`src/rtl/act_buf_swap_ctrl.sv`:
```
`default_nettype none
// ============================================================================
//  Module   : act_buf_swap_ctrl
//  Purpose  : Ping-pong controller for the MAC engine activation SRAM. The
//             16 KiB memory is split into two 8 KiB buffers; the loader stream
//             fills one buffer while the PE array computes out of the other.
//             Each buffer walks EMPTY -> FILLING -> FULL -> BUSY -> EMPTY.
//  Revision : 1.0 - initial release
// ----------------------------------------------------------------------------
//  Ports
//    clk_i / rst_ni      : clock, synchronous active-low reset
//    ld_valid_i/ready_o  : loader word handshake
//    ld_data_i/last_i    : loader word and end-of-image marker
//    mem_we_o/addr_o/    : registered SRAM write port (byte address,
//    mem_wdata_o           word aligned, one cycle after the handshake)
//    cmp_req_i           : compute side asks for a filled buffer (level)
//    cmp_grant_o         : one-cycle grant pulse
//    cmp_base_o          : base byte address of the granted buffer
//    cmp_done_i          : compute side releases its buffer (pulse)
//    buf_full_o          : bit b set while buffer b is FULL or BUSY
//    err_overflow_o      : sticky image-overflow flag, err_clr_i clears
//    stall_cnt_o         : compute stall cycle counter
//  Build option
//    ACT_BUF_STALL_CNT_EN : when defined, stall_cnt_o counts cycles with a
//                           pending request and no grant (saturating);
//                           otherwise it is tied to zero.
// ============================================================================
module act_buf_swap_ctrl #(
  parameter int ADDR_W    = 14,
  parameter int PORT_W    = 32,
  parameter int BUF_BYTES = 8192
) (
  input  logic              clk_i,
  input  logic              rst_ni,
  input  logic              ld_valid_i,
  output logic              ld_ready_o,
  input  logic [PORT_W-1:0] ld_data_i,
  input  logic              ld_last_i,
  output logic              mem_we_o,
  output logic [ADDR_W-1:0] mem_addr_o,
  output logic [PORT_W-1:0] mem_wdata_o,
  input  logic              cmp_req_i,
  output logic              cmp_grant_o,
  output logic [ADDR_W-1:0] cmp_base_o,
  input  logic              cmp_done_i,
  output logic [1:0]        buf_full_o,
  output logic              err_overflow_o,
  input  logic              err_clr_i,
  output logic [31:0]       stall_cnt_o
);

  // Byte shift of one port word and width of the per-buffer word counter.
  localparam int                c_byte_sh   = $clog2(PORT_W / 8);
  localparam int                c_cnt_w     = $clog2(BUF_BYTES) - c_byte_sh;
  localparam logic [c_cnt_w-1:0] c_cnt_max  = '1;
  localparam logic [ADDR_W-1:0] c_buf1_base = ADDR_W'(BUF_BYTES);

  typedef enum logic [1:0] {
    S_EMPTY   = 2'd0,
    S_FILLING = 2'd1,
    S_FULL    = 2'd2,
    S_BUSY    = 2'd3
  } buf_state_t;

  buf_state_t          r_buf_state [2];
  logic                r_fill_sel;
  logic                r_cmp_sel;
  logic [c_cnt_w-1:0]  r_word_cnt;
  logic                r_mem_we;
  logic [ADDR_W-1:0]   r_mem_addr;
  logic [PORT_W-1:0]   r_mem_wdata;
  logic                r_cmp_grant;
  logic [ADDR_W-1:0]   r_cmp_base;
  logic                r_err_overflow;

  logic                w_ld_ready;
  logic                w_hs;
  logic                w_cnt_wrap;
  logic                w_img_end;
  logic                w_overflow;
  logic                w_any_busy;
  logic                w_grant;
  logic                w_done;
  logic [ADDR_W-1:0]   w_word_off;
  logic [ADDR_W-1:0]   w_wr_addr;

  // Ready depends only on registered buffer state, never on ld_valid_i.
  assign w_ld_ready = (r_buf_state[r_fill_sel] == S_EMPTY) ||
                      (r_buf_state[r_fill_sel] == S_FILLING);
  assign w_hs       = ld_valid_i & w_ld_ready;

  // A full-length image without last is force-closed and flagged.
  assign w_cnt_wrap = (r_word_cnt == c_cnt_max);
  assign w_img_end  = w_hs & (ld_last_i | w_cnt_wrap);
  assign w_overflow = w_hs & w_cnt_wrap & ~ld_last_i;

  assign w_any_busy = (r_buf_state[0] == S_BUSY) || (r_buf_state[1] == S_BUSY);

  // Only one buffer can be BUSY and it is always the one cmp_sel points at,
  // so grant and done are mutually exclusive and both act on r_cmp_sel.
  // The loader can only act on an EMPTY/FILLING buffer, so it never collides
  // with a grant or done on the same buffer.
  assign w_grant = cmp_req_i & (r_buf_state[r_cmp_sel] == S_FULL) & ~w_any_busy;
  assign w_done  = cmp_done_i & (r_buf_state[r_cmp_sel] == S_BUSY);

  assign w_word_off = ADDR_W'(r_word_cnt) << c_byte_sh;
  assign w_wr_addr  = (r_fill_sel ? c_buf1_base : '0) + w_word_off;

  always_ff @(posedge clk_i) begin
    if (!rst_ni) begin
      r_buf_state[0] <= S_EMPTY;
      r_buf_state[1] <= S_EMPTY;
      r_fill_sel     <= 1'b0;
      r_cmp_sel      <= 1'b0;
      r_word_cnt     <= '0;
      r_mem_we       <= 1'b0;
      r_mem_addr     <= '0;
      r_mem_wdata    <= '0;
      r_cmp_grant    <= 1'b0;
      r_cmp_base     <= '0;
      r_err_overflow <= 1'b0;
    end else begin
      // SRAM write port: one-cycle registered copy of the handshake.
      r_mem_we <= w_hs;
      if (w_hs) begin
        r_mem_addr  <= w_wr_addr;
        r_mem_wdata <= ld_data_i;
      end

      // Loader side of the fill buffer.
      if (w_hs) begin
        if (w_img_end) begin
          r_buf_state[r_fill_sel] <= S_FULL;
          r_word_cnt              <= '0;
          r_fill_sel              <= ~r_fill_sel;
        end else begin
          r_buf_state[r_fill_sel] <= S_FILLING;
          r_word_cnt              <= r_word_cnt + c_cnt_w'(1);
        end
      end

      // Compute side of the compute buffer.
      r_cmp_grant <= w_grant;
      if (w_grant) begin
        r_buf_state[r_cmp_sel] <= S_BUSY;
        r_cmp_base             <= r_cmp_sel ? c_buf1_base : '0;
      end
      if (w_done) begin
        r_buf_state[r_cmp_sel] <= S_EMPTY;
        r_cmp_sel              <= ~r_cmp_sel;
      end

      // Set wins over a same-cycle clear.
      if (w_overflow) begin
        r_err_overflow <= 1'b1;
      end else if (err_clr_i) begin
        r_err_overflow <= 1'b0;
      end
    end
  end

  for (genvar b = 0; b < 2; b++) begin : g_buf_full
    assign buf_full_o[b] = (r_buf_state[b] == S_FULL) || (r_buf_state[b] == S_BUSY);
  end

`ifdef ACT_BUF_STALL_CNT_EN
  logic [31:0] r_stall_cnt;

  // Counts cycles where a request is pending but no grant is on the output.
  always_ff @(posedge clk_i) begin
    if (!rst_ni) begin
      r_stall_cnt <= '0;
    end else if (cmp_req_i && !r_cmp_grant && (r_stall_cnt != '1)) begin
      r_stall_cnt <= r_stall_cnt + 32'd1;
    end
  end

  assign stall_cnt_o = r_stall_cnt;
`else
  assign stall_cnt_o = '0;
`endif

  assign ld_ready_o     = w_ld_ready;
  assign mem_we_o       = r_mem_we;
  assign mem_addr_o     = r_mem_addr;
  assign mem_wdata_o    = r_mem_wdata;
  assign cmp_grant_o    = r_cmp_grant;
  assign cmp_base_o     = r_cmp_base;
  assign err_overflow_o = r_err_overflow;

endmodule
`default_nettype wire

```
`config.mk`:
```
export PLATFORM = sky130hd
export DESIGN_NAME = act_buf_swap_ctrl
export DESIGN_NICKNAME = d
export VERILOG_FILES = /design/src/rtl/act_buf_swap_ctrl.sv
export SDC_FILE = /design/constraint.sdc
export NUM_CORES = 1
export LEC_CHECK = 0
export CORE_UTILIZATION = 34
export CTS_BUF_LIST = sky130_fd_sc_hd__clkbuf_2 sky130_fd_sc_hd__clkbuf_4 sky130_fd_sc_hd__clkbuf_8
export CTS_CLUSTER_SIZE = 20
export DETAILED_ROUTE_END_ITERATION = 16
export GPL_TIMING_DRIVEN = 0
export PLACE_DENSITY = 0.73
export SLEW_MARGIN = 20
export SYNTH_ARGS = -nofsm -noshare
export SYNTH_HDL_FRONTEND = slang
export SYNTH_SLANG_ARGS = --single-unit
```
`constraint.sdc`:
```
create_clock -name clk_i -period 2.2 [get_ports clk_i]
set_input_delay 0.44 -clock clk_i [delete_from_list [all_inputs] [get_ports clk_i]]
set_output_delay 0.44 -clock clk_i [all_outputs]
set_load 0.03 [all_outputs]
```
==> key figures <==
Run status
  – Status: finished clean

CTS
  – CTS tree: yes
  – Worst-skew pair later-pin latency: 0.34 ns
  – H-tree depth: 3
  – Clk buf depth: 2
  – Worst-path clk slew: 0.07 ns
  – Num CTS Buffers: 9
  – CTS Root Cell: clkbuf_8
  – CTS Sinks: 67

Finish
  – Nets: 543
  – Area growth syn-to-layout: 46.7%
  – Util after Layout: 51.5%
  – Finished Cell Area: 0.00452 mm2
  – Layout cells sized above 1: 16.1%
  – Ant. Diodes: 0

Timing
  – Final setup fails: 0
  – Worst Skew: 0.00978 ns
  – Hold Vio Cnt, Final: 0
  – RSZ-0062 raised after global routing: false
  – Final Worst Setup Slack: 0.0565 ns
  – Slew Viols, Final: 0
  – Crit path time final: 2.14 ns
  – Setup tns final: 0 ns
  – Max Fclk: 467 MHz
  – Period utilisation layout: 97.4%

GRT
  – Global-route wire length before repair: 11400 um
  – Initial antenna violation count: 0
  – Global route overflow: 0
  – Vias in the first global route: 2523
  – GRT Util Overall: 14.9%
  – Largest net degree at the start of global routing: 13

Place
  – Dpl hpwl: 5150 um
  – Port bufs: 88
  – Placer's final routability congestion estimate: 0.842
  – Pre-CTS setup slack: 0.0290 ns
  – Placed instance area: 0.00427 mm2

Logic synthesis
  – Ys Warns: 0
  – Mapped Area: 0.00308 mm2
  – Synthesized flop and latch total: 67
  – Post-synthesis cell count: 357
  – Sequential-to-total area share from yosys stat: 44.9%
  – Syn Area/Cell: 8.62 um2
  – Distinct cells, synth: 44

Die
  – Core Region: 0.00876 mm2
  – Die area: 0.00944 mm2
  – Die height: 97.1 um
  – Initial Utilization: 35.1%
  – Die width: 97.1 um
  – Io pins: 137
  – Cell Rows: 34

Drt
  – Via count of the routed design: 2640
  – Drt via density: 4.29
  – WL final: 6840 um
  – Routed Antenna Nets: 0
  – Iter 0 DRT Violations: 59
  – Drt wl/cell: 11.1 um
  – Pre-antenna DRT Iters: 6
  – DRC viols: 0

Worst setup path
  – Crit path DAT: 1.70 ns
  – Worst reg2reg path depth: 5
  – Crit Path Max Fanout: 5
  – WS Path Type: flip-flop to primary output
  – Setup crit end kind: primary output
  – Worst setup SP type: flip-flop
  – Worst Path Required: 1.76 ns

Worst hold path
  – Worst Hold Class: flip-flop to flip-flop
  – WHS Path Cells: 2

Power and ir drop
  – Cell Pwr Density: 753 mW/mm2
  – Overall power: 3.40 mW
  – Lkg Pwr: 1.85 nW
  – Peak supply drop: 423 uV

Job
  – Max-cap viol count: 0
## stage by stage
stage	hold WS (ns)	std cells
after CTS	0.468	615
after global placement	0.449	599
after global routing	0.489	616
after detailed placement	0.457	599
final	0.463	616
after floorplan	0.460	403
## area by class of cell
class                      instances  area [um2]
fill                             841        4250
buffer                            69         459
inverter                           2        12.5
clock inverter                     6         113
timing repair buffer              89         886
sequential                        67        1380
multi-input combinational        265        1400
tap                              108         135
clock buffer                      10         131
## where the power goes
part / internal [mW] / total [mW] / switching (mW)
Sequential: 1.30 / 1.35 / 0.0470
Combinational: 0.325 / 0.796 / 0.471
Clock: 0.768 / 1.25 / 0.485
Total: 2.40 / 3.40 / 1.00
## timing repair
item,4_1_cts,5_1_grt
hold buffers,0,0
endpoints found under the setup margin,2,1
gates resized for setup,2,0
setup buffers,0,1
## cells by family after synthesis
| group | Yosys count | share of synthesized area [%] |
|---|---|---|
| other cells | 1 | 0.122 |
| compound gates | 55 | 13.6 |
| flops | 67 | 44.9 |
| mux | 3 | 1.18 |
| fa+ha+maj | 1 | 0.406 |
| xor+xnor | 10 | 2.85 |
| simple gates | 149 | 21.7 |
| buf+inv | 71 | 15.3 |
## path summary, 6_finish.rpt
kind	to	startpoint	slack (ns)
worst max register to register	r_buf_state[0][1]	r_buf_state[1][1]	0.28
worst max-delay path	buf_full_o[0]	r_buf_state[0][1]	0.06
worst min-delay path	mem_wdata_o[7]	mem_wdata_o[7]	0.46
worst min register to register	mem_wdata_o[7]	mem_wdata_o[7]	0.46
## routing by layer
layer  routed length (um)  share of wire (%)  GRT usage, %  up-vias
li1                     -                  -             -     1370
met1                 2980                 44          17.5     1163
met2                 3210                 47          24.5       95
met3                  561                8.2          5.61       12
met4                   90                1.3          5.86        0
met5                    0                  0             0        -
## registers in the layout (all words and copies together), names as in the netlist, named ones only
signal / count
cmp_grant_o: 1
r_cmp_sel: 1
r_word_cnt: 11
err_overflow_o: 1
cmp_base_o: 1
mem_wdata_o: 32
r_fill_sel: 1
mem_addr_o: 12
r_buf_state: 4
mem_we_o: 1
## Yosys cell counts, drive strengths merged
cell type,number,area share (%)
o31ai,1,0.24
or3,1,0.24
nand3b,3,0.73
inv,2,0.41
o21ai,2,0.45
nor4,3,0.61
nor3,2,0.33
dfxtp,63,41
a21boi,45,11
mux2i,1,0.33
and4,1,0.28
dlygate4sd3,1,0.33
nor2b,1,0.20
nand2,98,12
conb,1,0.12
edfxtp,4,3.9
and2,5,1.1
and3,4,0.81
clkbuf,13,1.6
a22oi,1,0.24
nand4b,2,0.57
xor2,4,1.1
ha,1,0.41
nand4,5,1.0
buf,55,13
xnor2,6,1.7
and3b,1,0.28
mux2,2,0.85
nand2b,1,0.20
nand3,11,1.8
o211ai,1,0.24
o221ai,1,0.28
a41oi,1,0.53
or3b,1,0.37
a21oi,3,0.61
nor2,10,1.2
## worst max-delay path, stage by stage (launching register included)
cell	delay, ns
edfxtp_1	0.44
dlygate4sd3_1	0.58
dlygate4sd2_1	0.35
## cells in the final DEF (no fill, tap or decap), types with 2 or more instances in the layout
master / count
edfxtp_1: 4
conb_1: 47
bufinv_16: 3
nand3_1: 11
buf_2: 7
xor2_1: 4
dfxtp_1: 63
nor3_1: 2
a21boi_0: 45
and3_1: 4
and2_1: 4
a21oi_1: 2
nand4_1: 5
clkbuf_8: 9
clkdlybuf4s50_1: 86
dlygate4sd2_1: 2
nand3b_1: 3
clkbuf_1: 12
buf_4: 48
xnor2_1: 6
nor2_1: 10
nand4b_1: 2
nor4_1: 3
nand2_1: 98
(Power assumes the default switching activity.)
